$ cat src/rtl/cpu_sequencer.sv
// Multicycle fetch/decode/execute/memory/writeback sequencer sharing one RAM port.
// Define SEQ_RETIRE_CNT_EN to build the retired-instruction counter; otherwise retired reads 0.
module cpu_sequencer #(
  parameter int DEC_LAT     = 2,
  parameter int MEM_TIMEOUT = 15
) (
  input  logic        clk,
  input  logic        rst_n,
  input  logic        run,
  input  logic [2:0]  alu_func,
  input  logic        ram_load,
  input  logic        ram_write,
  input  logic        jump,
  input  logic        mem_ack,
  output logic        mem_req,
  output logic        mem_we,
  output logic        mem_sel,
  output logic        ir_load,
  output logic        alu_en,
  output logic        reg_we,
  output logic        pc_en,
  output logic        pc_jump,
  output logic        busy,
  output logic        fault,
  output logic [2:0]  state,
  output logic [31:0] retired
);

  typedef enum logic [2:0] {
    S_IDLE   = 3'd0,
    S_FETCH  = 3'd1,
    S_DECODE = 3'd2,
    S_EXEC   = 3'd3,
    S_MEM    = 3'd4,
    S_WB     = 3'd5,
    S_NEXT   = 3'd6,
    S_HALT   = 3'd7
  } state_t;

  typedef enum logic [2:0] {
    C_NOP   = 3'd0,
    C_ALU   = 3'd1,
    C_LOAD  = 3'd2,
    C_STORE = 3'd3,
    C_JUMP  = 3'd4
  } cls_t;

  localparam logic [2:0] DEC_LAST = 3'(DEC_LAT - 1);
  localparam logic [7:0] TMO      = 8'(MEM_TIMEOUT);

  state_t      state_reg;
  cls_t        cls_reg;
  logic [7:0]  wait_reg;
  logic [2:0]  dec_reg;
  logic        fault_reg;

  logic        is_alu;
  logic [2:0]  n_strobes;
  logic        timed_out;

  assign is_alu    = |alu_func;
  assign n_strobes = 3'(is_alu) + 3'(ram_load) + 3'(ram_write) + 3'(jump);
  // This is the last permitted unacknowledged cycle; an ack in it still wins.
  assign timed_out = (TMO != 8'd0) && (wait_reg == TMO - 8'd1);

  always_ff @(posedge clk or negedge rst_n) begin
    if (!rst_n) begin
      state_reg <= S_IDLE;
      cls_reg   <= C_NOP;
      wait_reg  <= '0;
      dec_reg   <= '0;
      fault_reg <= 1'b0;
    end else begin
      case (state_reg)
        S_IDLE: begin
          if (run) begin
            state_reg <= S_FETCH;
            wait_reg  <= '0;
          end
        end
        S_FETCH: begin
          if (mem_ack) begin
            state_reg <= S_DECODE;
            dec_reg   <= '0;
            wait_reg  <= '0;
          end else if (timed_out) begin
            state_reg <= S_HALT;
            fault_reg <= 1'b1;
          end else begin
            wait_reg <= wait_reg + 8'd1;
          end
        end
        S_DECODE: begin
          if (dec_reg != DEC_LAST) begin
            dec_reg <= dec_reg + 3'd1;
          end else if (n_strobes > 3'd1) begin
            state_reg <= S_HALT;
            fault_reg <= 1'b1;
          end else if (is_alu) begin
            cls_reg   <= C_ALU;
            state_reg <= S_EXEC;
          end else if (ram_load || ram_write) begin
            cls_reg   <= ram_load ? C_LOAD : C_STORE;
            state_reg <= S_MEM;
            wait_reg  <= '0;
          end else begin
            cls_reg   <= jump ? C_JUMP : C_NOP;
            state_reg <= S_NEXT;
          end
        end
        S_EXEC: state_reg <= S_WB;
        S_MEM: begin
          if (mem_ack) begin
            state_reg <= (cls_reg == C_STORE) ? S_NEXT : S_WB;
            wait_reg  <= '0;
          end else if (timed_out) begin
            state_reg <= S_HALT;
            fault_reg <= 1'b1;
          end else begin
            wait_reg <= wait_reg + 8'd1;
          end
        end
        S_WB: state_reg <= S_NEXT;
        S_NEXT: begin
          state_reg <= run ? S_FETCH : S_IDLE;
          wait_reg  <= '0;
        end
        S_HALT:  state_reg <= S_HALT;
        default: state_reg <= S_HALT;
      endcase
    end
  end

  // Everything but ir_load is a pure decode of registered state.
  assign mem_req = (state_reg == S_FETCH) || (state_reg == S_MEM);
  assign mem_sel = (state_reg == S_MEM);
  assign mem_we  = (state_reg == S_MEM) && (cls_reg == C_STORE);
  assign ir_load = (state_reg == S_FETCH) && mem_ack;
  assign alu_en  = (state_reg == S_EXEC);
  assign reg_we  = (state_reg == S_WB);
  assign pc_en   = (state_reg == S_NEXT);
  assign pc_jump = (state_reg == S_NEXT) && (cls_reg == C_JUMP);
  assign busy    = (state_reg != S_IDLE) && (state_reg != S_HALT);
  assign fault   = fault_reg;
  assign state   = state_reg;

`ifdef SEQ_RETIRE_CNT_EN
  logic [31:0] retired_reg;

  always_ff @(posedge clk or negedge rst_n) begin
    if (!rst_n) begin
      retired_reg <= '0;
    end else if (state_reg == S_NEXT) begin
      retired_reg <= retired_reg + 32'd1;
    end
  end

  assign retired = retired_reg;
`else
  assign retired = '0;
`endif

endmodule

$ cat config.mk
export PLATFORM = sky130hd
export DESIGN_NAME = cpu_sequencer
export DESIGN_NICKNAME = d
export VERILOG_FILES = /design/src/rtl/cpu_sequencer.sv
export SDC_FILE = /design/constraint.sdc
export NUM_CORES = 1
export LEC_CHECK = 0
export CELL_PAD_IN_SITES_DETAIL_PLACEMENT = 0
export CELL_PAD_IN_SITES_GLOBAL_PLACEMENT = 2
export CORE_MARGIN = 4
export CORE_UTILIZATION = 23
export DETAILED_ROUTE_END_ITERATION = 10
export PLACE_DENSITY_LB_ADDON = 0.1
export SYNTH_ARGS = -nofsm -noshare
export SYNTH_HDL_FRONTEND = slang
export SYNTH_SLANG_ARGS = --single-unit
$ cat constraint.sdc
create_clock -name clk -period 1.8 [get_ports clk]
set_input_delay 0.36 -clock clk [delete_from_list [all_inputs] [get_ports clk]]
set_output_delay 0.36 -clock clk [all_outputs]
set_load 0.05 [all_outputs]
== Yosys cells after proc, flatten, opt, wreduce, memory -nomap -nowiden ==
Index checks and enable logic that the tools add are counted.
Cells by class
  add/sub/neg operators: 5
  magnitude comparators: 1
  equality and inequality tests: 23
  muxes and demuxes: 31
  bitwise operators: 2
  reductions and logical operators: 18
Operators with widths (count)
  two-way mux 8 bit: 7
  two-way mux 3 bit: 12
  case mux 8 bit (4 select lines): 1
  case mux 3 bit (8 select lines): 1
  != test 2 bit, second input constant: 9
  == test 3 bit, second input constant: 5
  == test 3 x 2 -> 1 bit, second input constant: 3
  adder 8 x 1 -> 8 bit, second input constant: 1
  == test 8 x 4 -> 1 bit, second input constant: 1
  AND reduction 7 bit: 1
  two-way mux 1 bit: 6
  != test 3 bit, second input constant: 2
  case mux 3 bit (2 select lines): 1
  AND reduction 3 bit: 2
  AND reduction 5 bit: 1
  logical AND 1 bit: 4
  two-way mux 2 bit: 2
  nonzero test 2 bit: 2
  nonzero test 4 bit: 1
  adder 2 x 1 -> 3 bit: 1
  adder 3 x 1 -> 3 bit: 1
  adder 3 x 1 -> 3 bit, second input constant: 1
  == test 3 x 1 -> 1 bit, second input constant: 1
  greater-than comparator 3 x 1 -> 1 bit, second input constant: 1
  11 further kinds: 13
Word-level totals
  register bits: 18
  input bits: 10
  word-level logic and storage cells: 85

== Logic depth before layout (Yosys ltp) ==
  depth in word-level cells: 8
  depth in mapped cells: 6
  mapped depth without buffers: 6

== Worst setup path after synthesis ==
Ideal clock, no wire load.
  kind: flip-flop to output port
  start: register state_reg[1], in the netlist state[1]
  end: output port pc_jump
  arrival: 2.359 ns
  required time: 1.440 ns
  setup slack: -0.919 ns
  stages on the path, launching flop included: 5
  cell sequence: dfrtp_1 clkbuf_1 nand2_1 nor2_1 and3_1
On the way
  longest elaborated chain between the ends: 2
RTL lines
  from (decl): RTL line 51  | state_t state_reg;
  from (signal assigned): RTL line 114  | state_reg <= (cls_reg == C_STORE) ? S_NEXT : S_WB;
  from (signal assigned): RTL line 125  | state_reg <= run ? S_FETCH : S_IDLE;
  == test 3 bit
  net pc_en: RTL line 21  | output logic pc_en,
  logical AND 1 bit: RTL line 142  | assign pc_jump = (state_reg == S_NEXT) && (cls_reg == C_JUMP);
  to (decl): RTL line 22  | output logic pc_jump,
The timed path passes the listed nets, and every way through them passes these cells.

== Worst setup path after layout ==
  start: register wait_reg[0]
  end: register state_reg[2], in the netlist state[2]
On the way
  longest elaborated chain between the ends: 4
RTL lines
  from (decl): RTL line 53  | logic [7:0] wait_reg;
  from (signal assigned): RTL line 90  | wait_reg <= wait_reg + 8'd1;
  from (signal assigned): RTL line 120  | wait_reg <= wait_reg + 8'd1;
  == test 8 x 4 -> 1 bit *: RTL line 64  | assign timed_out = (TMO != 8'd0) && (wait_reg == TMO - 8'd1);
  two-way mux 3 bit *
  two-way mux 3 bit (on tied branches)
  case mux 3 bit (8 select lines) *
Every way passes the cells marked *; elsewhere a longest branch is shown, timed or not.
A chain may end at the register's enable or synchronous reset.

==> key figures <==
Run status
  • Status: finished with violations
  • Failing checks: setup timing

Critical path
  • Buf/Inv on CP: 1
  • Crit path required time: 1.98 ns
  • Critical path cell sequence: inv_1 > ha_1 > or4b_4 > or3_4 > o21a_1 > o211ai_2
  • WS Path Type: reg2reg
  • Arr. time, crit path: 2.04 ns
  • Max incr delay on CP: 0.48 ns
  • Crit-path leading delay family: simple AND/OR/NAND/NOR gates
  • Max FO, Critical Path: 5
  • Worst-path cell with the longest stage delay: or4b_4
  • CP Launch Type: register
  • R2R setup slack: -0.06 ns
  • Worst setup EP type: register

Logic synthesis
  • Post-synthesis cell count: 172
  • Adder-cell share of the synthesized area: 0.06265
  • Post-synth EDFFs: 0
  • Seq/Total Area, Yosys: 0.2968
  • Synth Area in Compound Gates: 0.1542
  • Simple-gate share of the synthesized area: 0.2465
  • Syn avg cell area: 8.824 um^2
  • #FFs+latches synth: 18
  • Mapped cell area: 1518 um^2
  • Top_reg_cell synth: dfrtp_1
  • XOR/XNOR share of the synthesized area: 0.01731
  • Main combinational cell family by area after synthesis: simple AND/OR/NAND/NOR gates
  • Synth warn: 0
  • Mux cell area share after synthesis: 0.02885
  • FFs w/ async S/R, synth: 1.000
  • Post-synth cell types: 50

Global route
  • Antenna violations before repair: 0
  • First-pass GRT wire length: 6.886 mm
  • Grt total ovfl: 0
  • Vias in the first global route: 1,362
  • Largest net degree at the start of global routing: 19
  • Gr usage total: 0.1095

STA
  • Final Max Slew Viols: 0
  • Unrepaired setup endpoints after global routing: yes
  • Fin. Hold Viols: 0
  • Worst hold margin: 0.4481 ns
  • Min Tclk post-route: 1.858 ns
  • Setup Viol. Count Final: 5
  • Skew final: 0.006667 ns
  • Max Clock Freq: 0.5382 GHz
  • Setup ws final: -0.05804 ns
  • Period utilization: 1.032

Drt
  • Via-to-Cell Ratio: 4.275
  • DR iter-0 viols: 40
  • Drt wl/cell: 13.64 um
  • Drt first pass iters: 4
  • Post-Route WL: 4.160 mm
  • Via count: 1,304
  • ANT nets after route: 0
  • DRC: 0

Floorplanning
  • Std-Cell Rows: 29
  • I/O pins: 55
  • Core Region: 6386 um^2
  • Die H: 89.23 um
  • Die width: 89.23 um
  • Initial Utilization: 0.2377
  • Die ar.: 7962 um^2

Pwr
  • VDD IR-drop max: 0.8042 mV
  • Sequential Power Share: 0.178
  • Sw Pwr: 1.700 mW
  • Internal: 1.962 mW
  • Clock share of power: 0.091
  • Pwr Density: 1559 nW/um^2
  • Comb pwr share: 0.731
  • Sw frac: 0.4642
  • Lkg Pwr: 1.095 nW

Clocking
  • CTS tree: yes
  • # clock sinks: 18
  • Max Root-Sink Buffers: 2
  • Clock root cell: clkbuf_8
  • Number of H-tree levels: 1
  • Skew-Pair Late Insertion Delay: 0.25 ns
  • Worst-path clk slew: 0.07 ns
  • Num CTS Buffers: 3
  • Hold buffers post-CTS: 0

Placed design
  • Dpl cell area: 2142 um^2
  • Port buffer count: 22
  • Gpl congestion: 0.7710
  • Dpl hpwl: 3.351 mm
  • Pre-CTS setup slack: -0.7763 ns
  • Placed cell count: 293

Finish
  • NumNets Final: 246
  • ANT cells: 0
  • Design area: 2349 um^2
  • Most frequent cells in the layout: conb_1 (32), buf_4 (32), dfrtp_1 (15)
  • Flip-flop count of the largest register after layout: 8
  • Layout area overhead: 54.74%
  • Fin cells: 305
  • Layout cells sized above 1: 0.4386

Flow run
  • Max-Cap Viols: 0

Worst hold path
  • Min-delay worst type: in2async
==> routing by layer <==
metal  share of wire  vias to the layer above  GRT usage
met5               0                        -          0
met4          0.0096                        0    0.02842
met3           0.028                        2    0.01567
met2            0.53                       28     0.1936
met1            0.43                      625     0.1393
li1                -                      649          -
==> synth_stat cells, drive strengths merged, types with 2 or more instances <==
cell / count / area, um^2
and2: 2 / 12.51
nor2: 10 / 37.54
or3: 3 / 23.77
a22o: 3 / 26.28
o21ai: 4 / 20.02
inv: 8 / 30.03
a211o: 2 / 17.52
xnor2: 2 / 17.52
dfrtp: 18 / 450.4
o211ai: 2 / 20.02
and3: 4 / 25.02
nor2b: 3 / 18.77
nand2: 15 / 56.30
nand3: 5 / 25.02
ha: 6 / 75.07
nor3: 5 / 35.03
mux2: 3 / 33.78
nor3b: 2 / 15.01
a21oi: 6 / 33.78
clkbuf: 4 / 15.01
a31oi: 6 / 37.54
buf: 33 / 245.2
or3b: 3 / 26.28
nand2b: 4 / 25.02
==> kinds of logic after synthesis <==
family / Yosys count
simple gates: 62
flops: 18
other cells: 1
mux: 4
compound gates: 32
xor+xnor: 3
fa+ha+maj: 7
buf+inv: 45
==> repair_timing <==
item / in CTS / in global routing
pin swaps: 11 / 8
buffers inserted: 5 / 3
gates resized for setup: 30 / 18
setup endpoints to repair: 19 / 20
==> final timing paths <==
| kind | startpoint | endpoint | cells after the start |
|---|---|---|---|
| setup / recovery | wait_reg[0]$_DFFE_PN0P_ | state[2]$_DFFE_PN0P_ | 6 |
| hold / removal | rst_n | wait_reg[0]$_DFFE_PN0P_ | 2 |
| setup reg to reg | wait_reg[0]$_DFFE_PN0P_ | state[2]$_DFFE_PN0P_ | 6 |
| hold reg to reg | fault$_DFFE_PN0P_ | fault$_DFFE_PN0P_ | 2 |
| max in group asynchronous | rst_n | state[0]$_DFFE_PN0P_ | 2 |
| min in group clk | fault$_DFFE_PN0P_ | fault$_DFFE_PN0P_ | 2 |
==> area by class of cell <==
type,instances,area [um^2]
fill,677,4038
multi-input combinational,140,1066
timing repair buffer,58,630.6
sequential,18,454.2
tap,77,96.34
clock buffer,4,55.05
inverter,8,46.29
==> power groups by stage <==
stage | Clock, mW | Sequential, mW | Combinational, mW
2_1_floorplan | 0 | 0.733 | 1.37
3_3_place_gp | 0 | 0.644 | 2.35
3_5_place_dp | 0 | 0.649 | 2.37
4_1_cts | 0.348 | 0.627 | 2.49
5_1_grt | 0.368 | 0.672 | 2.87
6_report | 0.332 | 0.651 | 2.68
==> stage by stage <==
stage                     utilization  TNS, ns  power [mW]
after CTS                      0.3509  -0.2950       3.460
after detailed placement       0.3354   -10.26       3.017
after global placement         0.3354   -10.15       2.997
final                          0.3678  -0.1499       3.662
after global routing           0.3678  -0.8054       3.905
after floorplan                     -  -0.6606       2.106
Note: power is estimated with default switching activity, not from simulation.
